## config.mk

```make
export PLATFORM = sky130hd
export DESIGN_NAME = comparador_bcd_ctrl
export DESIGN_NICKNAME = d
export VERILOG_FILES = /design/src/rtl/comparador_pkg.sv /design/src/rtl/igualdad_4b.sv /design/src/rtl/comparador_bcd_ctrl.sv
export SDC_FILE = /design/constraint.sdc
export NUM_CORES = 1
export LEC_CHECK = 0
export ABC_AREA = 1
export CAP_MARGIN = 5
export CORE_UTILIZATION = 46
export DETAILED_ROUTE_END_ITERATION = 8
export HOLD_SLACK_MARGIN = 0.15
export PLACE_DENSITY = 0.79
export SLEW_MARGIN = 20
export SYNTH_ARGS = -nofsm -noshare
export SYNTH_HDL_FRONTEND = slang
export SYNTH_HIERARCHICAL = 1
export SYNTH_SLANG_ARGS = --single-unit
```

## constraint.sdc

```tcl
create_clock -name clk -period 1.5 [get_ports clk]
set_input_delay 0.3 -clock clk [delete_from_list [all_inputs] [get_ports clk]]
set_output_delay 0.3 -clock clk [all_outputs]
set_load 0.01 [all_outputs]
```

## src/rtl/comparador_pkg.sv

```systemverilog
// Shared definitions for the BCD target-match sequencer: FSM state encoding and digit width.
package comparador_pkg;

  localparam int ANCHO_DIG = 4;

  typedef enum logic [1:0] {
    REPOSO  = 2'd0,
    COMPARA = 2'd1,
    FIN     = 2'd2
  } estado_t;

endpackage

```

## src/rtl/igualdad_4b.sv

```systemverilog
// Shared single-digit comparator: a==b, plus a>b when MAGNITUD_EN is defined.
module igualdad_4b
  import comparador_pkg::*;
(
  input  logic [ANCHO_DIG-1:0] a,
  input  logic [ANCHO_DIG-1:0] b,
`ifdef MAGNITUD_EN
  output logic                 gt,
`endif
  output logic                 eq
);

  assign eq = (a == b);
`ifdef MAGNITUD_EN
  assign gt = (a > b);
`endif

endmodule

```

## src/rtl/comparador_bcd_ctrl.sv

```systemverilog
// Digit-serial equality check of counter value vs target, MSB first with early exit.
// Optional magnitude output enabled by defining MAGNITUD_EN.
module comparador_bcd_ctrl
  import comparador_pkg::*;
#(
  parameter int N_DIGITOS = 4
) (
  input  logic                           clk,
  input  logic                           rst_n,
  input  logic                           start,
  input  logic [N_DIGITOS*ANCHO_DIG-1:0] valor,
  input  logic [N_DIGITOS*ANCHO_DIG-1:0] objetivo,
  output logic                           busy,
  output logic                           done,
`ifdef MAGNITUD_EN
  output logic                           mayor,
`endif
  output logic                           igual
);

  localparam int IDX_W = (N_DIGITOS > 1) ? $clog2(N_DIGITOS) : 1;
  localparam int ANCHO = N_DIGITOS * ANCHO_DIG;

  estado_t          estado_reg, estado_next;
  logic [IDX_W-1:0] idx_reg, idx_next;
  logic [ANCHO-1:0] valor_reg, valor_next;
  logic [ANCHO-1:0] objetivo_reg, objetivo_next;
  logic             igual_reg, igual_next;
  logic             dig_eq;

  logic [ANCHO_DIG-1:0] dig_v [N_DIGITOS];
  logic [ANCHO_DIG-1:0] dig_o [N_DIGITOS];

  genvar gi;
  generate
    for (gi = 0; gi < N_DIGITOS; gi++) begin : g_digitos
      assign dig_v[gi] = valor_reg[gi*ANCHO_DIG +: ANCHO_DIG];
      assign dig_o[gi] = objetivo_reg[gi*ANCHO_DIG +: ANCHO_DIG];
    end
  endgenerate

`ifdef MAGNITUD_EN
  logic mayor_reg, mayor_next;
  logic dig_gt;

  igualdad_4b u_cmp (
    .a  (dig_v[idx_reg]),
    .b  (dig_o[idx_reg]),
    .gt (dig_gt),
    .eq (dig_eq)
  );
  assign mayor = mayor_reg;
`else
  igualdad_4b u_cmp (
    .a  (dig_v[idx_reg]),
    .b  (dig_o[idx_reg]),
    .eq (dig_eq)
  );
`endif

  always_ff @(posedge clk or negedge rst_n) begin
    if (!rst_n) begin
      estado_reg   <= REPOSO;
      idx_reg      <= '0;
      valor_reg    <= '0;
      objetivo_reg <= '0;
      igual_reg    <= 1'b0;
`ifdef MAGNITUD_EN
      mayor_reg    <= 1'b0;
`endif
    end else begin
      estado_reg   <= estado_next;
      idx_reg      <= idx_next;
      valor_reg    <= valor_next;
      objetivo_reg <= objetivo_next;
      igual_reg    <= igual_next;
`ifdef MAGNITUD_EN
      mayor_reg    <= mayor_next;
`endif
    end
  end

  always_comb begin
    estado_next   = estado_reg;
    idx_next      = idx_reg;
    valor_next    = valor_reg;
    objetivo_next = objetivo_reg;
    igual_next    = igual_reg;
`ifdef MAGNITUD_EN
    mayor_next    = mayor_reg;
`endif
    case (estado_reg)
      REPOSO: begin
        if (start) begin
          valor_next    = valor;
          objetivo_next = objetivo;
          idx_next      = IDX_W'(N_DIGITOS - 1);
          estado_next   = COMPARA;
        end
      end
      COMPARA: begin
        // First unequal digit from the MSB side decides both results.
        if (!dig_eq) begin
          igual_next  = 1'b0;
`ifdef MAGNITUD_EN
          mayor_next  = dig_gt;
`endif
          estado_next = FIN;
        end else if (idx_reg == '0) begin
          igual_next  = 1'b1;
`ifdef MAGNITUD_EN
          mayor_next  = 1'b0;
`endif
          estado_next = FIN;
        end else begin
          idx_next = idx_reg - IDX_W'(1);
        end
      end
      FIN:     estado_next = REPOSO;
      default: estado_next = REPOSO;
    endcase
  end

  assign busy  = (estado_reg == COMPARA);
  assign done  = (estado_reg == FIN);
  assign igual = igual_reg;

endmodule

```

[After elaboration in Yosys (flattened, before gate mapping)]
Cells that the tools add are included.
Word-level totals
  flip-flop bits (word level): 37
  bits in latches: 0
  memory bits (writable): 0
  memory bits (read-only): 0
  input bits: 35
  output and inout port bits: 3
  logic and storage cells: 39
  memories: 0
Cells by class
  $add $sub $neg: 1
  multipliers: 0
  div/mod/pow operators: 0
  magnitude comparators: 1
  eq/ne operators: 8
  shift-type cells: 0
  mux-type cells: 16
  bitwise operators: 1
  reductions and logical operators: 7
Operator list (count)
  binary-select mux 4 bit (select 2 bit): 2
  two-way mux 4 bit: 4
  two-way mux 2 bit: 6
  case mux 2 bit (2 select lines): 2
  AND reduction 2 bit: 3
  equality test 4 bit: 1
  zero test 2 bit: 2
  inequality test 2 x 1 -> 1 bit (second input constant): 2
  inequality test 2 bit (second input constant): 2
  AND reduction 4 bit: 1
  greater-or-equal comparator 3 bit (second input constant): 1
  inequality test 3 x 2 -> 1 bit (second input constant): 1
  NOT 2 -> 3 bit: 1
  equality test 2 x 1 -> 1 bit (second input constant): 1
  equality test 2 bit (second input constant): 1
  two-way mux 1 bit: 2
  nonzero test 2 bit: 1
  subtractor 2 x 1 -> 2 bit (second input constant): 1

[Depth between registers and ports, before layout]
Gate-level depths: netlist of run 1.
  word-level depth: 7
  depth in mapped cells: 17
  mapped depth without buffers: 15

[By module]
Netlist of run 1, hierarchy kept.
Modules (own cells, without submodules)
  comparador_bcd_ctrl: instances 1, cells an instance 219, area each 1805.5 um^2, sequential area each 925.9 um^2
  igualdad_4b: instances 1, cells an instance 15, area each 66.3 um^2, sequential area each 0.0 um^2

[Worst setup path after synthesis of run 1]
No wires, ideal clock.
  path kind: register to register
  from: reg idx_reg[0]
  to: reg idx_reg[0]
  library setup time: 0.118 ns
  arrival time: 1.534 ns
  required time: 1.382 ns
  setup slack: -0.151 ns
  cell stages (with the launch flop): 15
  path buffers: 2
  period minus slack after synthesis: 1.651 ns
  path through: dfrtp_1 > buf_4 > inv_4 > buf_4 > nand2_1 > o211ai_1 > nand2_1 > xnor2_1 > nand2_1 > nor2_1 > inv_1 > nor2_1 > nand2_1 > nand3_1 > nand2_1
Between the ends
  longest elaborated chain between the ends: 7
  elaborated cells between the ends (all ways): 16
  classes of those cells: add/sub: 1; eq/ne: 3; mux: 9; bitwise: 1; reduce/logical: 2
RTL lines
  start: declaration: RTL line comparador_bcd_ctrl.sv:25  | logic [IDX_W-1:0] idx_reg, idx_next;
  start signal: assignment: RTL line comparador_bcd_ctrl.sv:73  | idx_reg <= idx_next;
  NOT 2 -> 3 bit (implied by the code) *: RTL line comparador_bcd_ctrl.sv:55, comparador_bcd_ctrl.sv:56
  binary-select mux 4 bit (select 2 bit) (on tied branches): RTL line comparador_bcd_ctrl.sv:55, comparador_bcd_ctrl.sv:56
  two-way mux 4 bit (on tied branches) (2 in a row): RTL line comparador_bcd_ctrl.sv:55, comparador_bcd_ctrl.sv:56
  equality test 4 bit *: RTL line igualdad_4b.sv:13  | assign eq = (a == b);
  net dig_eq: RTL line comparador_bcd_ctrl.sv:29  | logic dig_eq;
  inequality test 2 x 1 -> 1 bit (no line) *
  AND reduction 4 bit (no line) *
Mark *: on every way through the listed nets, which the timed path passes. The rest lies on a longest branch. The select of a mux whose other input is x is not followed.
A chain may end at the register's enable or synchronous reset.

[Worst setup path after layout of run 1]
Ends and elaborated chain as after synthesis.

==> results.tsv, run 1 <==
metric	value	unit
status	complete, but fails checks	
cts_tree	yes	
num-fill-cells	322	
htreeDepth	2	
max_stage_delay	0.51	ns
final_cell_mix	nand2_1 (56), inv_1 (40), dfrtp_1 (36), clkdlybuf4s50_1 (34), nor2_1 (25)	
wl_met3	213	um
worst_slack	-0.2941	ns
clock_latency	0.28	ns
clk_pin_slew	0.07	ns
portBuffers	37	
yosys.area_share.simple	18.85	%
cts_setup_buffers	0	
cts_num_sinks	37	
syn-cell-area	0.001872	mm^2
worst_pin_slew	0.2441	ns
ant_nets	0	
via_count	1548	
fp-row-count	22	
route.detailed.drc	0	
hold_violations	0	
wl_per_cell	10.96	um
gp_congestion	0.8405	
crit_type	reg2reg	
fmax	557.4	MHz
first_pass_iters	4	
drv_slew	0	
cts_root_buf	clkbuf_8	
avgSynthCellArea	7.999	um^2
ir_worst_vdd	0.7770	mV
final_common_cell	nand2_1	
diodes	0	
start_util	49.64	%
utilization	64.63	%
cp_cell_sequence	inv_6 -> o211ai_1 -> nand2_1 -> xnor2_1 -> nand2_1 -> nor2_2 -> inv_1 -> nor2_1 -> nand2_1 -> nand3_1 -> nand2_1	
crit_start	idx_reg[0]	
grtUsageTotal	19.13	%
worst_setup_path_end_kind	flip-flop	
pwr_density_cell	1905	mW/mm^2
relSlewSlack	83.73	%
hold_class	in2async	
dieHeight	65.79	um
path_common_cell	nand2_1	
rr_startpoint	idx_reg[0]	
core	0.003771	mm^2
synth_cells	234	
seq_area_frac_synth	49.47	%
antenna_found_initial	0	
synth_fa_ha_area_share	0.6684	%
finalSetupViolCount	5	
synth_top_family_by_area	simple AND/OR/NAND/NOR gates	
synth_compound_area_share	16.51	%
dp_hpwl	2.496	mm
rsz0062_at_grt	yes	
syn_nets	270	
ys_warn_count	6	
cts_buffer_depth	2	
drive_above_1_share	11.91	%
cts_buffers	5	
final.min_clock_period	1.794	ns
first_global_vias	1451	
period_share	119.6	%
wl_met1	1.656	mm
area_delta_synth_final	30.21	%
critPathSlowestCell	dfrtp_2	
grt-ovfl-total	0	
die_area	0.004328	mm^2
synth.area.mux_share	0	%
yosys_register_bits	37	
wl	3.561	mm
critPathMaxFanout	13	
r2r_cells	11	
fin_skew	0.002529	ns
io_pins	38	
highest_layer	met4	
maxCapViolCount	0	
total_power	4.644	mW
dr.first_iter.drc_count	70	
via_per_inst	4.763	
die_w	65.79	um
grt_max_degree	40	
synthXorXnorAreaFrac	0.9358	%
crit_required	1.68	ns
route.met2.wl	1.658	mm
nets	312	
place_ws	-0.2728	ns
violations	negative setup slack	
synth.distinct_cells	19	
grt_pass1_wl	6.265	mm
cp.arrival	1.97	ns
p_leak	1.242	nW
start_kind	flip-flop	
==> power breakdown <==
group          total [mW]  internal, mW  switching [mW]
logic                2.23         0.973            1.26
registers            1.76          1.47           0.294
clock network       0.647         0.330           0.317
==> cell type report <==
cell class | instances | area [um^2] | area share (%)
multi-input cells | 142 | 700.7 | 28.75
well taps | 48 | 60.06 | 2.464
flip-flops and latches | 37 | 927.1 | 38.04
inverters | 43 | 166.4 | 6.828
clock buffers | 8 | 80.08 | 3.285
repair buffers | 45 | 488.0 | 20.02
repair inverters | 2 | 15.01 | 0.6160
==> cell usage after synthesis <==
cell	n	area share, %
o21ai_0	22	5.9
nand3_2	1	0.53
dfrtp_1	37	49
xnor2_1	2	0.94
inv_4	1	0.33
nor2_1	26	5.2
nand2_1	57	11
inv_1	40	8.0
inv_2	2	0.40
nand3_1	4	1.1
buf_4	2	0.80
a21oi_2	9	4.2
nor2_4	1	0.60
o211ai_1	9	3.6
o21a_1	1	0.40
buf_6	4	2.4
o21ai_1	9	2.4
buf_2	6	1.6
ha_1	1	0.67
==> through the flow <==
step                instance area (um^2)  setup TNS [ns]  std cells  hold WS (ns)
floorplan                           1891         -0.2919        234      0.004409
global placement                    2320         -0.6965        314        0.4630
detailed placement                  2320         -0.9838        314        0.4730
CTS                                 2426         -0.6899        325        0.3923
global route                        2437          -1.672        325        0.4062
finish                              2437          -1.059        325        0.3842
==> critical path, delay by kind of cell (launching register included) <==
family / cells / cell delay, ns
flip-flops: 1 / 0.51
AND/OR/NAND/NOR: 7 / 0.65
buffers and inverters: 2 / 0.16
XOR/XNOR: 1 / 0.15
AO/OA/AOI/OAI: 1 / 0.22
==> cells by family after synthesis <==
| logic type | after synthesis |
|---|---|
| buf+inv | 55 |
| compound gates | 50 |
| xor+xnor | 2 |
| flops | 37 |
| simple gates | 89 |
| fa+ha+maj | 1 |
==> layer usage <==
metal  track usage [%]  vias to the layer above
li1                  -                      803
met1             25.90                      700
met2             29.97                       41
met3             5.172                        4
met4             5.435                        0
met5                 0                        -
==> final timing paths <==
path,to,slack [ns]
max in group asynchronous,idx_reg[0],0.93
max,idx_reg[0],-0.29
max reg2reg,idx_reg[0],-0.29
min reg2reg,objetivo_reg[0],0.49
min,valor_reg[14],0.38
min in group clk,objetivo_reg[0],0.49
==> timing repair <==
item	in CTS	in global routing
gates cloned	3	0
gates resized for setup	12	5
hold buffers	0	0
setup endpoints to repair	7	6
pin swaps	1	0
Note: power is estimated with default switching activity, not from simulation.
==> inputs of run 2 (changes only) <==
--- a/config.mk
+++ b/config.mk
@@ -7,10 +7,12 @@
 export LEC_CHECK = 0
 export ABC_AREA = 1
 export CAP_MARGIN = 5
-export CORE_UTILIZATION = 46
+export CORE_UTILIZATION = 55
+export CTS_CLUSTER_SIZE = 24
 export DETAILED_ROUTE_END_ITERATION = 8
 export HOLD_SLACK_MARGIN = 0.15
-export PLACE_DENSITY = 0.79
+export PLACE_DENSITY = 0.88
+export REMOVE_ABC_BUFFERS = 1
 export SLEW_MARGIN = 20
 export SYNTH_ARGS = -nofsm -noshare
 export SYNTH_HDL_FRONTEND = slang
==> constraint.sdc (replaced) <==
create_clock -name clk -period 2.3 [get_ports clk]
set_input_delay 0.46 -clock clk [delete_from_list [all_inputs] [get_ports clk]]
set_output_delay 0.46 -clock clk [all_outputs]
set_load 0.01 [all_outputs]
==> run 2 against run 1 <==
  * The run now ends clean
  * Combinational power down 44%
  * Worst hold slack worse by 0.19 ns
  * Via count up 0.84%
  * Worst setup slack better by 0.54 ns
  * Register-to-register slack better by 0.54 ns
  * Largest cell class unchanged
==> results.tsv, run 2 (synthesized netlist as in run 1, its figures left out) <==
metric	value	unit
cp.arrival	2.29	ns
grt_pass1_wl	5.899	mm
multi_input_area	691.9	um^2
relSlewSlack	47.58	%
worst_pin_slew	0.7863	ns
maxCapViolCount	0	
crit_required	2.54	ns
clock_latency	0.34	ns
fin_skew	0.008108	ns
critPathMaxFanout	26	
htreeDepth	2	
status	finished, final reports clean	
utilization	73.44	%
drv_slew	0	
fin_tns_setup	0	ns
finalNonFillerCells	312	
top_usage_layer	met2	
dp_cells	305	
p_leak	1.158	nW
first_global_vias	1389	
ant_nets	0	
cts_buffer_depth	2	
worst_setup_path_end_kind	flip-flop	
nets	304	
dr.first_iter.drc_count	85	
antenna_found_initial	0	
start_kind	flip-flop	
core	0.003128	mm^2
diodes	0	
pwr_density_cell	1200	mW/mm^2
grt-ovfl-total	0	
wl	3.331	mm
grtUsageTotal	22.76	%
grt_use_met2	38.15	%
cts_root_buf	clkbuf_4	
hold_violations	0	
gp_congestion	0.7410	
die_w	60.34	um
num-fill-cells	249	
period_share	89.22	%
clk_pin_slew	0.10	ns
crit_type	reg2reg	
cts_tree	yes	
start_util	59.84	%
ctsHoldBuffers	0	
cts_num_sinks	37	
regArea	925.9	um^2
via_per_inst	5.003	
portBuffers	37	
finalSetupViolCount	0	
first_pass_iters	4	
die_area	0.003640	mm^2
fp-row-count	20	
rsz0062_at_grt	no	
ir_worst_vdd	0.5812	mV
via_count	1561	
final_common_cell	nand2_1	
route.detailed.drc	0	
post_cts_resized	0	
met3_usage	4.051	%
final_cell_mix	nand2_1 (57), inv_1 (40), dfrtp_1 (37), clkdlybuf4s50_1 (36), nor2_1 (26)	
dieHeight	60.34	um
grt_max_degree	38	
final.min_clock_period	2.052	ns
use_met1	27.44	%
io_pins	38	
dp_hpwl	2.346	mm
fmax	487.3	MHz
hold_class	in2async	
area_delta_synth_final	22.73	%
wl_per_cell	10.68	um
cts_buffers	5	
drive_above_1_share	8.582	%
cts_setup_buffers	0	
-- run 2: metrics by stage --
| stage | hold WS [ns] | setup WS [ns] | cell area (um^2) | power [mW] |
|---|---|---|---|---|
| after floorplan | 0.1644 | 0.5946 | 1782 | 2.033 |
| after global routing | 0.2507 | 0.01223 | 2297 | 3.037 |
| after CTS | 0.2145 | 0.2699 | 2297 | 2.770 |
| after detailed placement | 0.4729 | 0.2875 | 2242 | 2.425 |
| final | 0.1919 | 0.2478 | 2297 | 2.756 |
| after global placement | 0.4610 | 0.3805 | 2242 | 2.356 |
-- run 2: worst paths after layout --
kind,from,slack (ns),end,depth (start not counted)
worst max-delay path,idx_reg[0],0.25,idx_reg[1],15
worst min-delay path,rst_n,0.19,valor_reg[13],1
worst max register to register,idx_reg[0],0.25,idx_reg[1],15
worst min register to register,valor_reg[0],0.49,valor_reg[0],2
max in group asynchronous,rst_n,1.61,valor_reg[3],1
min in group clk,valor_reg[0],0.49,valor_reg[0],2
-- run 2: power by group --
part / switching, mW / internal [mW] / total, mW
combinational: 0.715 / 0.538 / 1.25
sequential: 0.207 / 0.953 / 1.16
clock: 0.200 / 0.144 / 0.344
total: 1.12 / 1.64 / 2.76
-- run 2: cell type report --
type	count	share of cell area [%]
multi-input cells	142	30.12
well taps	44	2.397
inverters	43	7.135
repair buffers	39	17.65
flip-flops and latches	37	40.31
clock buffers	7	2.397
-- run 2: per-layer routing --
layer / vias to the layer above / part of all wire (%) / wire length [um]
met2: 39 / 49 / 1640
met1: 720 / 44 / 1467
li1: 790 / - / -
met4: 0 / 3.2 / 106
met5: - / 0 / 0
met3: 12 / 3.5 / 117
-- run 2: critical path: stages, from the launching register on --
cell	delay [ns]
dfrtp_1	0.57
inv_4	0.18
nor2_1	0.12
nor2_1	0.05
o21ai_1	0.13
nand2_1	0.11
inv_1	0.06
nand2_1	0.04
nand2_1	0.07
nand2_1	0.06
nor2_1	0.15
inv_1	0.07
nor2_1	0.08
nand2_1	0.10
nand3_1	0.09
nand2_1	0.06
==> inputs of run 3 (changes only) <==
--- a/config.mk
+++ b/config.mk
@@ -7,14 +7,14 @@
 export LEC_CHECK = 0
 export ABC_AREA = 1
 export CAP_MARGIN = 5
-export CORE_UTILIZATION = 55
-export CTS_CLUSTER_SIZE = 24
+export CORE_UTILIZATION = 53
+export CTS_CLUSTER_SIZE = 10
 export DETAILED_ROUTE_END_ITERATION = 8
 export HOLD_SLACK_MARGIN = 0.15
-export PLACE_DENSITY = 0.88
+export PLACE_DENSITY = 0.86
 export REMOVE_ABC_BUFFERS = 1
+export SKIP_CTS_REPAIR_TIMING = 1
 export SLEW_MARGIN = 20
 export SYNTH_ARGS = -nofsm -noshare
 export SYNTH_HDL_FRONTEND = slang
-export SYNTH_HIERARCHICAL = 1
 export SYNTH_SLANG_ARGS = --single-unit
==> run 3 against run 2 <==
  * Cell count shrank 1.3%
  * Count of clock-buffer cells in the layout is the same
  * Synthesized cell count shrank 4.3%
  * Global-route usage shrank 1.1 points
  * Largest power group is now registers
  * Largest cell class unchanged
  * Sequential power is essentially flat
  * Worst setup slack gained 0.089 ns
==> results.tsv, run 3 <==
metric	value	unit
synth.largest_area_cell	dfrtp_1	
dieHeight	59.22	um
pwr_density_cell	1194	mW/mm^2
diodes	0	
final_cell_area	0.002203	mm^2
drive_above_1_share	8.333	%
ir_worst_vdd	0.6070	mV
via_count	1457	
hold_class	in2async	
portBuffers	37	
crit_type	reg2out	
synth.area.top_cells	dfrtp_1 (53%), nand2_1 (22%), nor2_1 (5.0%), inv_1 (2.8%), o21ai_1 (2.0%)	
first_global_vias	1349	
finalSetupViolCount	0	
ant_nets	0	
route.detailed.drc	0	
crit_required	1.84	ns
wl_per_cell	10.11	um
worst_slack	0.3365	ns
seq_area_frac_synth	53.35	%
p_leak	1.136	nW
synth.distinct_cells	20	
r2r_cells	6	
status	finished, final reports clean	
worst_setup_path_end_kind	primary output	
fp-row-count	20	
grt-ovfl-total	0	
rr_startpoint	estado_reg[0]	
io_pins	38	
cts_num_sinks	37	
first_pass_iters	4	
grtUsageTotal	21.63	%
cts_tree	yes	
drv_slew	0	
final_common_cell	nand2_1	
gp_congestion	0.8221	
place_ws	0.5489	ns
clock_latency	0.33	ns
cts_buffer_depth	2	
reg2reg_to	valor_reg[1]	
total_power	2.631	mW
final_cell_mix	nand2_1 (104), dfrtp_1 (37), clkdlybuf4s50_1 (36), nor2_1 (23), inv_1 (13)	
critPathMaxFanout	8	
synth_cells	224	
antenna_found_initial	0	
cts_root_buf	clkbuf_4	
synth_top_area_share	53.35	%
wl	3.113	mm
grt_pass1_wl	5.609	mm
yosys_register_bits	37	
critPathSlowestCell	clkdlybuf4s50_1	
cp.arrival	1.50	ns
core	0.003078	mm^2
fin_skew	0.005746	ns
synthArstFlopShare	100.0	%
maxCapViolCount	0	
htreeDepth	2	
dp_hpwl	2.245	mm
fmax	509.3	MHz
nets	300	
fin_tns_setup	0	ns
period_share	85.37	%
hold_violations	0	
rsz0062_at_grt	no	
worst_pin_slew	0.7672	ns
via_per_inst	4.731	
die_area	0.003507	mm^2
dr.first_iter.drc_count	28	
start_util	56.38	%
ys_warn_count	0	
area_delta_synth_final	26.96	%
multi_input_area	689.4	um^2
start_kind	flip-flop	
synth_edf_count	0	
regArea	925.9	um^2
die_w	59.22	um
avgSynthCellArea	7.747	um^2
syn-cell-area	0.001735	mm^2
cts_buffers	5	
synth_most_common_cell	nand2_1	
clk_pin_slew	0.10	ns
relSlewSlack	48.86	%
cp_cell_sequence	inv_1 -> nand2_1 -> inv_4 -> clkdlybuf4s50_1	
reg2reg_setup_slack	0.92	ns
max_stage_delay	0.54	ns
grt_max_degree	38	
yosys-top-cells-count	nand2_1 (104), dfrtp_1 (37), nor2_1 (23), inv_1 (13), o21ai_1 (7)	
num-fill-cells	270	
synthFlopType	dfrtp_1	
dpl-instance-area	0.002148	mm^2
final.min_clock_period	1.963	ns
## run 3: changes by cell type after synthesis, sizes merged, moves of 4 or more
cell    before  now
inv         43   20
o211ai       9    0
nand2       57  107
o21ai       31   12
a21oi        9    0
nor2        27   23
buf         12    4
## run 3: how the worst max path moves through the flow
stage | endpoint | from | cells past startpoint
6_report | busy | estado_reg[1] | 4
5_1_grt | busy | estado_reg[1] | 4
4_1_cts | busy | estado_reg[1] | 4
3_5_place_dp | valor_reg[1] | start | 6
3_3_place_gp | objetivo_reg[9] | start | 5
2_1_floorplan | idx_reg[0] | estado_reg[0] | 7
## run 3: power breakdown
part           internal [mW]  switching [mW]
Clock                  0.144           0.191
Sequential             0.962           0.213
Combinational          0.482           0.638
## run 3: metrics by stage
step	std cells	util [%]	hold slack, ns
floorplan	218	-	0.1644
global placement	301	69.80	0.4821
detailed placement	301	69.80	0.4883
CTS	308	71.59	0.2154
global route	308	71.59	0.2410
finish	308	71.59	0.1915
## run 3: cell families (layout without fill, tap and decap cells)
kind of cell             after synthesis  after routing  synth area share [%]
adder cells (fa/ha/maj)                1              1                0.7209
flip-flops                            37             37                 53.35
XOR/XNOR                               4              4                 2.019
AO/OA/AOI/OAI                         13             13                 3.893
buffers and inverters                 28             68                 6.922
AND/OR/NAND/NOR                      141            141                 33.09
## run 3: worst max-delay path: cells and delay by family (launching register included)
family / cells / cell delay (ns)
buffers and inverters: 3 / 0.71
and+or+nand+nor: 1 / 0.08
DFF: 1 / 0.39
## run 3: metal layers
layer | vias to the layer above | track usage (%) | part of all wire, %
met1 | 656 | 27.43 | 47
li1 | 762 | - | -
met5 | - | 0 | 0
met3 | 4 | 4.803 | 4.2
met2 | 35 | 36.60 | 47
met4 | 0 | 7.143 | 1.2
## run 3: cell type report
cell class,count,share of cell area [%]
repair buffers,39,17.83
well taps,44,2.499
clock buffers,7,2.499
flip-flops and latches,37,42.02
inverters,22,3.861
multi-input cells,159,31.29
